## config.mk

```make
export PLATFORM = sky130hd
export DESIGN_NAME = fetch_stage
export DESIGN_NICKNAME = d
export VERILOG_FILES = /design/src/rtl/fetch_stage.sv
export SDC_FILE = /design/constraint.sdc
export NUM_CORES = 1
export LEC_CHECK = 0
export CORE_MARGIN = 8
export CORE_UTILIZATION = 50
export DETAILED_ROUTE_END_ITERATION = 8
export GPL_TIMING_DRIVEN = 0
export PLACE_DENSITY = 0.84
export RECOVER_POWER = 100
export SLEW_MARGIN = 30
export SYNTH_ARGS = -nofsm -noshare
export SYNTH_HDL_FRONTEND = slang
export SYNTH_SLANG_ARGS = --single-unit
```

## constraint.sdc

```tcl
create_clock -name clock -period 8.4 [get_ports clock]
set_input_delay 1.68 -clock clock [delete_from_list [all_inputs] [get_ports clock]]
set_output_delay 1.68 -clock clock [all_outputs]
set_load 0.03 [all_outputs]
```

## src/rtl/fetch_stage.sv

```systemverilog
// Fetch stage: PC, zero-bubble j/jal redirect, FD register, flush, buttons.
// Ports: ROM addr/data, branch/jr redirect, stall, FD outputs, sticky PB flags.
module fetch_stage (
  input  logic        clock,
  input  logic        aclr_n,
  input  logic        stallA,
  input  logic        br_taken,
  input  logic [31:0] br_target,
  input  logic        jr_taken,
  input  logic [31:0] jr_target,
  output logic [11:0] imem_addr,
  input  logic [31:0] imem_data,
  output logic [31:0] ins_out,
  output logic [31:0] pc_out,
  output logic [31:0] jump_out,
  output logic        flush_dx,
  input  logic        PB1_raw,
  input  logic        PB2_raw,
  input  logic        pb_clr,
  output logic        PB1_out,
  output logic        PB2_out
);

  typedef struct packed {
    logic [31:0] ins;
    logic [31:0] pc;
    logic [31:0] jmp;
  } fd_t;

  logic [31:0] pc_q, pc_d;
  logic [31:0] pc_inc;
  logic [31:0] jmp_tgt;
  logic        redirect;
  logic        fetch_jump;
  fd_t         fd_q, fd_d;
  logic        flush_q, flush_d;

  logic [1:0]  raw;
  logic [1:0]  sync1_q, sync1_d;
  logic [1:0]  sync2_q, sync2_d;
  logic [1:0]  prev_q, prev_d;
  logic [1:0]  flag_q, flag_d;
  logic [1:0]  fall;

  assign pc_inc   = pc_q + 32'd1;
  assign jmp_tgt  = {5'b0, imem_data[26:0]};
  assign redirect = jr_taken | br_taken;

  always_comb begin
    fetch_jump = 1'b0;
    unique case (imem_data[31:27])
      5'b00001: fetch_jump = 1'b1;
      5'b00011: fetch_jump = 1'b1;
      default:  fetch_jump = 1'b0;
    endcase
  end

  // During reset the PC loads zero, so the ROM is also
  // handed address 0 and word 0 is ready at release.
  always_comb begin
    pc_d = pc_q;
    if (!aclr_n)         pc_d = '0;
    else if (jr_taken)   pc_d = jr_target;
    else if (br_taken)   pc_d = br_target;
    else if (stallA)     pc_d = pc_q;
    else if (fetch_jump) pc_d = jmp_tgt;
    else                 pc_d = pc_inc;
  end

  assign imem_addr = pc_d[11:0];

  always_comb begin
    fd_d    = fd_q;
    flush_d = redirect;
    if (redirect) begin
      fd_d = '0;
    end else if (!stallA) begin
      fd_d.ins = imem_data;
      fd_d.pc  = pc_inc;
      fd_d.jmp = jmp_tgt;
    end
  end

  always_ff @(posedge clock or negedge aclr_n) begin
    if (!aclr_n) begin
      pc_q    <= '0;
      fd_q    <= '0;
      flush_q <= 1'b0;
    end else begin
      pc_q    <= pc_d;
      fd_q    <= fd_d;
      flush_q <= flush_d;
    end
  end

  assign ins_out  = fd_q.ins;
  assign pc_out   = fd_q.pc;
  assign jump_out = fd_q.jmp;
  assign flush_dx = flush_q;

  // Buttons are active-low; a press is a 1->0 step seen
  // after the synchronizer, so a held button fires once.
  assign raw  = {PB2_raw, PB1_raw};
  assign fall = prev_q & ~sync2_q;

  always_comb begin
    sync1_d = raw;
    sync2_d = sync1_q;
    prev_d  = sync2_q;
    flag_d  = flag_q;
    for (int i = 0; i < 2; i++) begin
      if (fall[i])     flag_d[i] = 1'b1;
      else if (pb_clr) flag_d[i] = 1'b0;
    end
  end

  always_ff @(posedge clock or negedge aclr_n) begin
    if (!aclr_n) begin
      sync1_q <= 2'b11;
      sync2_q <= 2'b11;
      prev_q  <= 2'b11;
      flag_q  <= 2'b00;
    end else begin
      sync1_q <= sync1_d;
      sync2_q <= sync2_d;
      prev_q  <= prev_d;
      flag_q  <= flag_d;
    end
  end

  assign PB1_out = flag_q[0];
  assign PB2_out = flag_q[1];

endmodule

```

==> results of run 1 <==
cell type report:
type	count	area [um^2]	area share
antenna	1	2.50	0.000279
buffer	101	553	0.0617
clock buffer	9	225	0.0251
clock inverter	7	81.3	0.00907
inverter	19	71.3	0.00795
multi-input combinational	484	3070	0.343
sequential	105	2640	0.294
tap	172	215	0.0240
timing repair buffer	209	2110	0.235
metrics by stage:
| step | instance area [um^2] | instances | setup TNS [ns] | utilization | hold WS, ns |
|---|---|---|---|---|---|
| detailed placement | 8680 | 1090 | 0 | 0.696 | 0.348 |
| finish | 8970 | 1107 | 0 | 0.719 | 0.365 |
| global placement | 8640 | 1089 | -12.91 | 0.693 | 0.347 |
| CTS | 8980 | 1106 | 0 | 0.721 | 0.359 |
| floorplan | 6340 | 709 | 0 | - | 0.345 |
| global route | 8970 | 1107 | 0 | 0.719 | 0.368 |
path summary, 6_finish.rpt:
| path | startpoint | to | slack, ns | depth (start not counted) |
|---|---|---|---|---|
| worst min register to register | sync1_q[1]$_DFF_PN1_ | prev_d[1]$_DFF_PN1_ | 0.36 | 0 |
| worst max-delay path | imem_data[29] | imem_addr[11] | 1.28 | 9 |
| worst min-delay path | sync1_q[1]$_DFF_PN1_ | prev_d[1]$_DFF_PN1_ | 0.36 | 0 |
| max in group asynchronous | aclr_n | prev_q[0]$_DFF_PN1_ | 6.44 | 2 |
| min in group asynchronous | aclr_n | ins_out[31]$_DFFE_PN0P_ | 1.24 | 1 |
| worst max register to register | pc_q[2]$_DFF_PN0_ | pc_q[15]$_DFFE_PN0P_ | 6.02 | 6 |
cells in the mapped netlist, types with 4 or more instances:
cell / instances
a31o_2: 7
nand4_1: 17
a22o_1: 15
nor4_4: 4
nor2_1: 72
dfrtp_1: 99
inv_1: 18
o22ai_1: 6
a31oi_1: 11
clkbuf_1: 39
xor2_1: 14
xnor2_1: 12
o31ai_1: 5
and3_1: 7
nor3b_1: 9
a21oi_1: 50
nand2_1: 55
o21a_1: 9
nor3_1: 12
o221ai_1: 5
nand3_1: 19
buf_2: 12
a211oi_1: 6
o21ai_0: 38
a221oi_1: 8
buf_1: 6
dfstp_2: 6
buf_4: 44
mux2i_1: 34
state kept, by name, indices dropped and copies added, names as in the netlist:
name      count
ins_out      32
pc_out       32
pc_q         32
flag_q        2
prev_d        2
prev_q        2
sync1_q       2
flush_dx      1
metal layers:
layer	vias up	global-route usage	share of wire
met5	-	0	0
met4	0	0.120	0.033
met3	65	0.0720	0.10
met2	392	0.453	0.46
met1	3192	0.367	0.40
li1	2949	-	-
cells by family (layout without fill, tap and decap cells):
logic type | count (synthesis) | in the layout | share of synthesized area
and+or+nand+nor | 223 | 223 | 0.184
AOI/OAI and AO/OA | 195 | 195 | 0.208
buffers and inverters | 120 | 345 | 0.0996
DFF | 105 | 105 | 0.416
muxes | 34 | 34 | 0.0538
xor gates and xnor gates | 26 | 26 | 0.0360
adders and majority gates | 1 | 1 | 0.00198
other | 1 | 6 | 0.000593
layout by cell type (no fill, tap or decap), drive strengths merged, types with 34 or more instances in the layout:
cell type / n
o21ai: 39
clkbuf: 58
buf: 54
dlygate4sd3: 112
nand2: 55
clkdlybuf4s50: 95
dfrtp: 99
nor2: 73
mux2i: 34
a21oi: 50
where the power goes:
part,internal (mW),switching (mW),leakage (nW)
registers,0.530,0.0234,1.39
logic,0.130,0.173,2.51
clock network,0.237,0.213,0.148
==> results_dict.tcl, run 1 <==
set metrics [dict create \
    track_usage 0.286 \
    max_stage_delay_ns 1.09 \
    synth_top_area_share 0.391 \
    crit_path_cell_trace "dlygate4sd3_1 > nor4b_1 > clkbuf_1 > nand2_1 > nand4_1 > a21oi_1 > nor3b_1 > buf_4 > dlygate4sd3_1" \
    final.period_utilization 0.847 \
    yosys.area.top_type "dfrtp_1" \
    fp.dieArea_um2 16500 \
    fin_ws_ns 1.28 \
    drive_gt1_frac 0.103 \
    critPathTopFamily "buffers and inverters" \
    start_util 0.508 \
    ant_nets 0 \
    fmax_mhz 140 \
    syn_area_per_cell_um2 8.98 \
    grt-ovfl-total 0 \
    cp_common_cell "dlygate4sd3_1" \
    crit_slowest_cell "nor4b_1" \
    drv_cap 0 \
    worstMarginPinSlew_ns 1.29 \
    arrival_ns 5.44 \
    die_w_um 129 \
    clock_sinks 105 \
    crit_path_max_fanout 10 \
    via_per_inst 5.96 \
    cts_buffers 9 \
    yosys.cell_types.count 71 \
    final-setup-viol-count 0 \
    outcome "complete, no violations" \
    row_count 41 \
    cts_tree "yes" \
    clk_pin_slew_ns 0.08 \
    cts_buffer_depth 2 \
    path_buf_inv 4 \
    cts_hold_buf 0 \
    cts_max_level 3 \
    slew_headroom 0.125 \
    maxSlewViolCount 0 \
    core_um2 12500 \
    nFillCells 1004 \
    skew_ns 0.00653 \
    synth_edf_count 0 \
    crit_type "input pin to output port" \
    crit_path_end_kind "output port" \
    power.total_mw 1.31 \
    place_ws_ns 1.65 \
    finalCriticalPeriod_ns 7.12 \
    root_buffer "clkbuf_16" \
    portBuffers 208 \
    yosys_warnings 0 \
    hpwl_um 18900 \
    syn_inst 705 \
    drt_wl_total_um 24300 \
    worstSetupStartpointType "input pin" \
    synthArstFlopShare 1.00 \
    synth_area_um2 6330 \
    rsz0062_at_grt "no" \
    post_drt_wl_per_cell_um 21.9 \
    p_leak_nw 4.04 \
    io_pins 215 \
    ys.flop_type "dfrtp_1" \
    first_iter_violations 788 \
    antenna_found_initial 1 \
    gp_congestion 1.02 \
    netlist_top_cells_area "dfrtp_1, mux2i_1, buf_4, nor2_1, a21oi_1" \
    grt_max_degree 62 \
    seq_area_frac_synth 0.416 \
    hold_viol 0 \
    vdd_ir_drop_max_mv 0.0891 \
    drtPass1Iterations 5 \
    vias 6598 \
    drc 0 \
    grt_pass1_vias 6484 \
    cts_setup_buffers 0 \
    grt_first_pass_wirelength_um 36300 \
    min_path_type "flip-flop to flip-flop" \
    power_density_nw_per_um2 146 \
    nNetsFinal 1034 \
    insertion_delay_ns 0.36 \
    critPathRequiredTime_ns 6.72 \
    synth-seq-cells 105 \
    ctsResizeCount 0 \
    area_delta_synth_final_pct 41.7 \
    die_h_um 129 \
]
Note: power is estimated with default switching activity, not from simulation.
==> inputs of run 2 (changes only) <==
CORE_UTILIZATION = 42   (was 50)
PLACE_DENSITY = 0.75   (was 0.84)
clock period = 6.2 ns   (was 8.4 ns; I/O delays follow)
==> run 2 against run 1 <==
Compared with the run above: core utilization shrank 12 points; register-to-register slack lost 2.2 ns; critical path depth fell by 1; cell count increased by 1.4%; largest power group unchanged.
==> results_dict.tcl, run 2 (synthesis results as in run 1) <==
set metrics [dict create \
    p_sw_frac 0.314 \
    nNetsFinal 1034 \
    p_switching_mw 0.541 \
    worstMarginPinSlew_ns 1.23 \
    crit_path_max_fanout 10 \
    fp.dieArea_um2 19300 \
    rsz0062_at_grt "no" \
    vias 6431 \
    cts_buffers 9 \
    drtPass1Iterations 5 \
    critPathRequiredTime_ns 4.96 \
    hold_viol 0 \
    core_um2 15000 \
    first_iter_violations 644 \
    drive_gt1_frac 0.105 \
    finalCriticalPeriod_ns 6.02 \
    nFillCells 1343 \
    clkPwrFrac 0.323 \
    cts_max_level 3 \
    cts_tree "yes" \
    min_path_type "flip-flop to flip-flop" \
    final.period_utilization 0.971 \
    hpwl_um 19600 \
    crit_path_cell_trace "dlygate4sd3_1 > clkbuf_1 > clkbuf_1 > clkbuf_1 > o22ai_1 > o21ai_0 > buf_4 > dlygate4sd3_1" \
    track_usage 0.259 \
    ff2ff_setup_slack_ns 3.85 \
    power_density_nw_per_um2 192 \
    grt_max_degree 71 \
    vdd_ir_drop_max_mv 0.117 \
    internal-power_mw 1.18 \
    drt_wl_total_um 25200 \
    portBuffers 208 \
    fmax_mhz 166 \
    mostFrequentLayoutCell "dlygate4sd3_1" \
    seq_power_share 0.435 \
    multi_input_area_um2 3080 \
    clk_pin_slew_ns 0.07 \
    die_w_um 139 \
    skew_ns 0.00651 \
    grt_pass1_vias 6556 \
    drv_cap 0 \
    grt_first_pass_wirelength_um 38800 \
    antenna_cells 0 \
    antenna_found_initial 0 \
    area_delta_synth_final_pct 41.7 \
    cp_common_cell "clkbuf_1" \
    cts_setup_buffers 0 \
    crit_type "input pin to output port" \
    register_area_um2 2640 \
    power_frac_comb 0.242 \
    cts_buffer_depth 2 \
    worstSetupStartpointType "input pin" \
    die_h_um 139 \
    io_pins 215 \
    placed_cells 1106 \
    start_util 0.423 \
    layout_common_cells "dlygate4sd3_1, dfrtp_1, clkdlybuf4s50_1" \
    drc 0 \
    ant_nets 0 \
    max_stage_delay_ns 0.73 \
    slew_headroom 0.171 \
    row_count 45 \
    p_leak_nw 4.03 \
    crit_slowest_cell "dlygate4sd3_1" \
    insertion_delay_ns 0.36 \
    cts_hold_buf 0 \
    fin_hold_ws_ns 0.360 \
    via_per_inst 5.73 \
    maxSlewViolCount 0 \
    clock_sinks 105 \
    outcome "complete, no violations" \
    gp_congestion 0.936 \
    grt-ovfl-total 0 \
    arrival_ns 4.78 \
    final-setup-viol-count 0 \
    post_drt_wl_per_cell_um 22.5 \
    root_buffer "clkbuf_16" \
    layout.cells.non_filler 1122 \
    crit_path_end_kind "output port" \
]
==> run 2: repair_timing <==
action	in CTS	in global routing
setup endpoints to repair	0	1
hold endpoints to repair	0	0
resized for setup	0	2
==> run 2: per-layer routing <==
layer  global-route usage  wire length (um)  vias to the layer above
met1                0.338             10600                     3075
met2                0.409             11500                      362
met3               0.0565              2250                       48
met5                    0                 0                        -
met4                0.103               788                        0
li1                     -                 -                     2946
==> run 2: final cells by class <==
cell class,instances,share of cell area
tap,188,0.0262
clock buffer,12,0.0275
timing repair buffer,209,0.236
clock inverter,4,0.00321
inverter,19,0.00796
multi-input combinational,484,0.343
sequential,105,0.294
buffer,101,0.0618
==> run 2: stage by stage <==
| step | total power, mW | setup TNS (ns) | instance area, um^2 | utilization | worst slack, ns |
|---|---|---|---|---|---|
| after floorplan | 0.976 | 0 | 6340 | - | 2.06 |
| after global placement | 1.18 | -87.93 | 8660 | 0.578 | -2.68 |
| after global routing | 1.78 | 0 | 8960 | 0.599 | 0.0658 |
| after detailed placement | 1.18 | 0 | 8700 | 0.581 | 0.324 |
| after CTS | 1.73 | 0 | 8970 | 0.599 | 0.307 |
| final | 1.72 | 0 | 8960 | 0.599 | 0.183 |
==> run 2: path summary, 6_finish.rpt <==
path / startpoint / endpoint / depth (start not counted)
worst min-delay path: sync1_q[1]$_DFF_PN1_ / prev_d[1]$_DFF_PN1_ / 0
max in group asynchronous: aclr_n / ins_out[30]$_DFFE_PN0P_ / 2
worst min register to register: sync1_q[1]$_DFF_PN1_ / prev_d[1]$_DFF_PN1_ / 0
worst max register to register: pc_q[1]$_DFF_PN0_ / pc_q[16]$_DFFE_PN0P_ / 6
worst max-delay path: stallA / imem_addr[6] / 8
min in group asynchronous: aclr_n / pc_out[13]$_DFFE_PN0P_ / 1
==> run 2: critical path: cells and delay by family <==
kind / cells / cell delay (ns)
AO/OA/AOI/OAI: 2 / 0.46
buffers and inverters: 6 / 3.05
==> run 2: power groups by stage <==
stage	clock (mW)	combinational [mW]	sequential, mW
detailed placement	0	0.423	0.762
floorplan	0	0.192	0.785
CTS	0.560	0.425	0.749
finish	0.556	0.416	0.750
global route	0.585	0.443	0.754
global placement	0	0.417	0.761
==> inputs of run 3 (changes only) <==
CTS_CLUSTER_SIZE = 12   (was not set)
==> results of run 3 <==
Same layout as run 2: the final DEF is identical, and so are final timing and power.
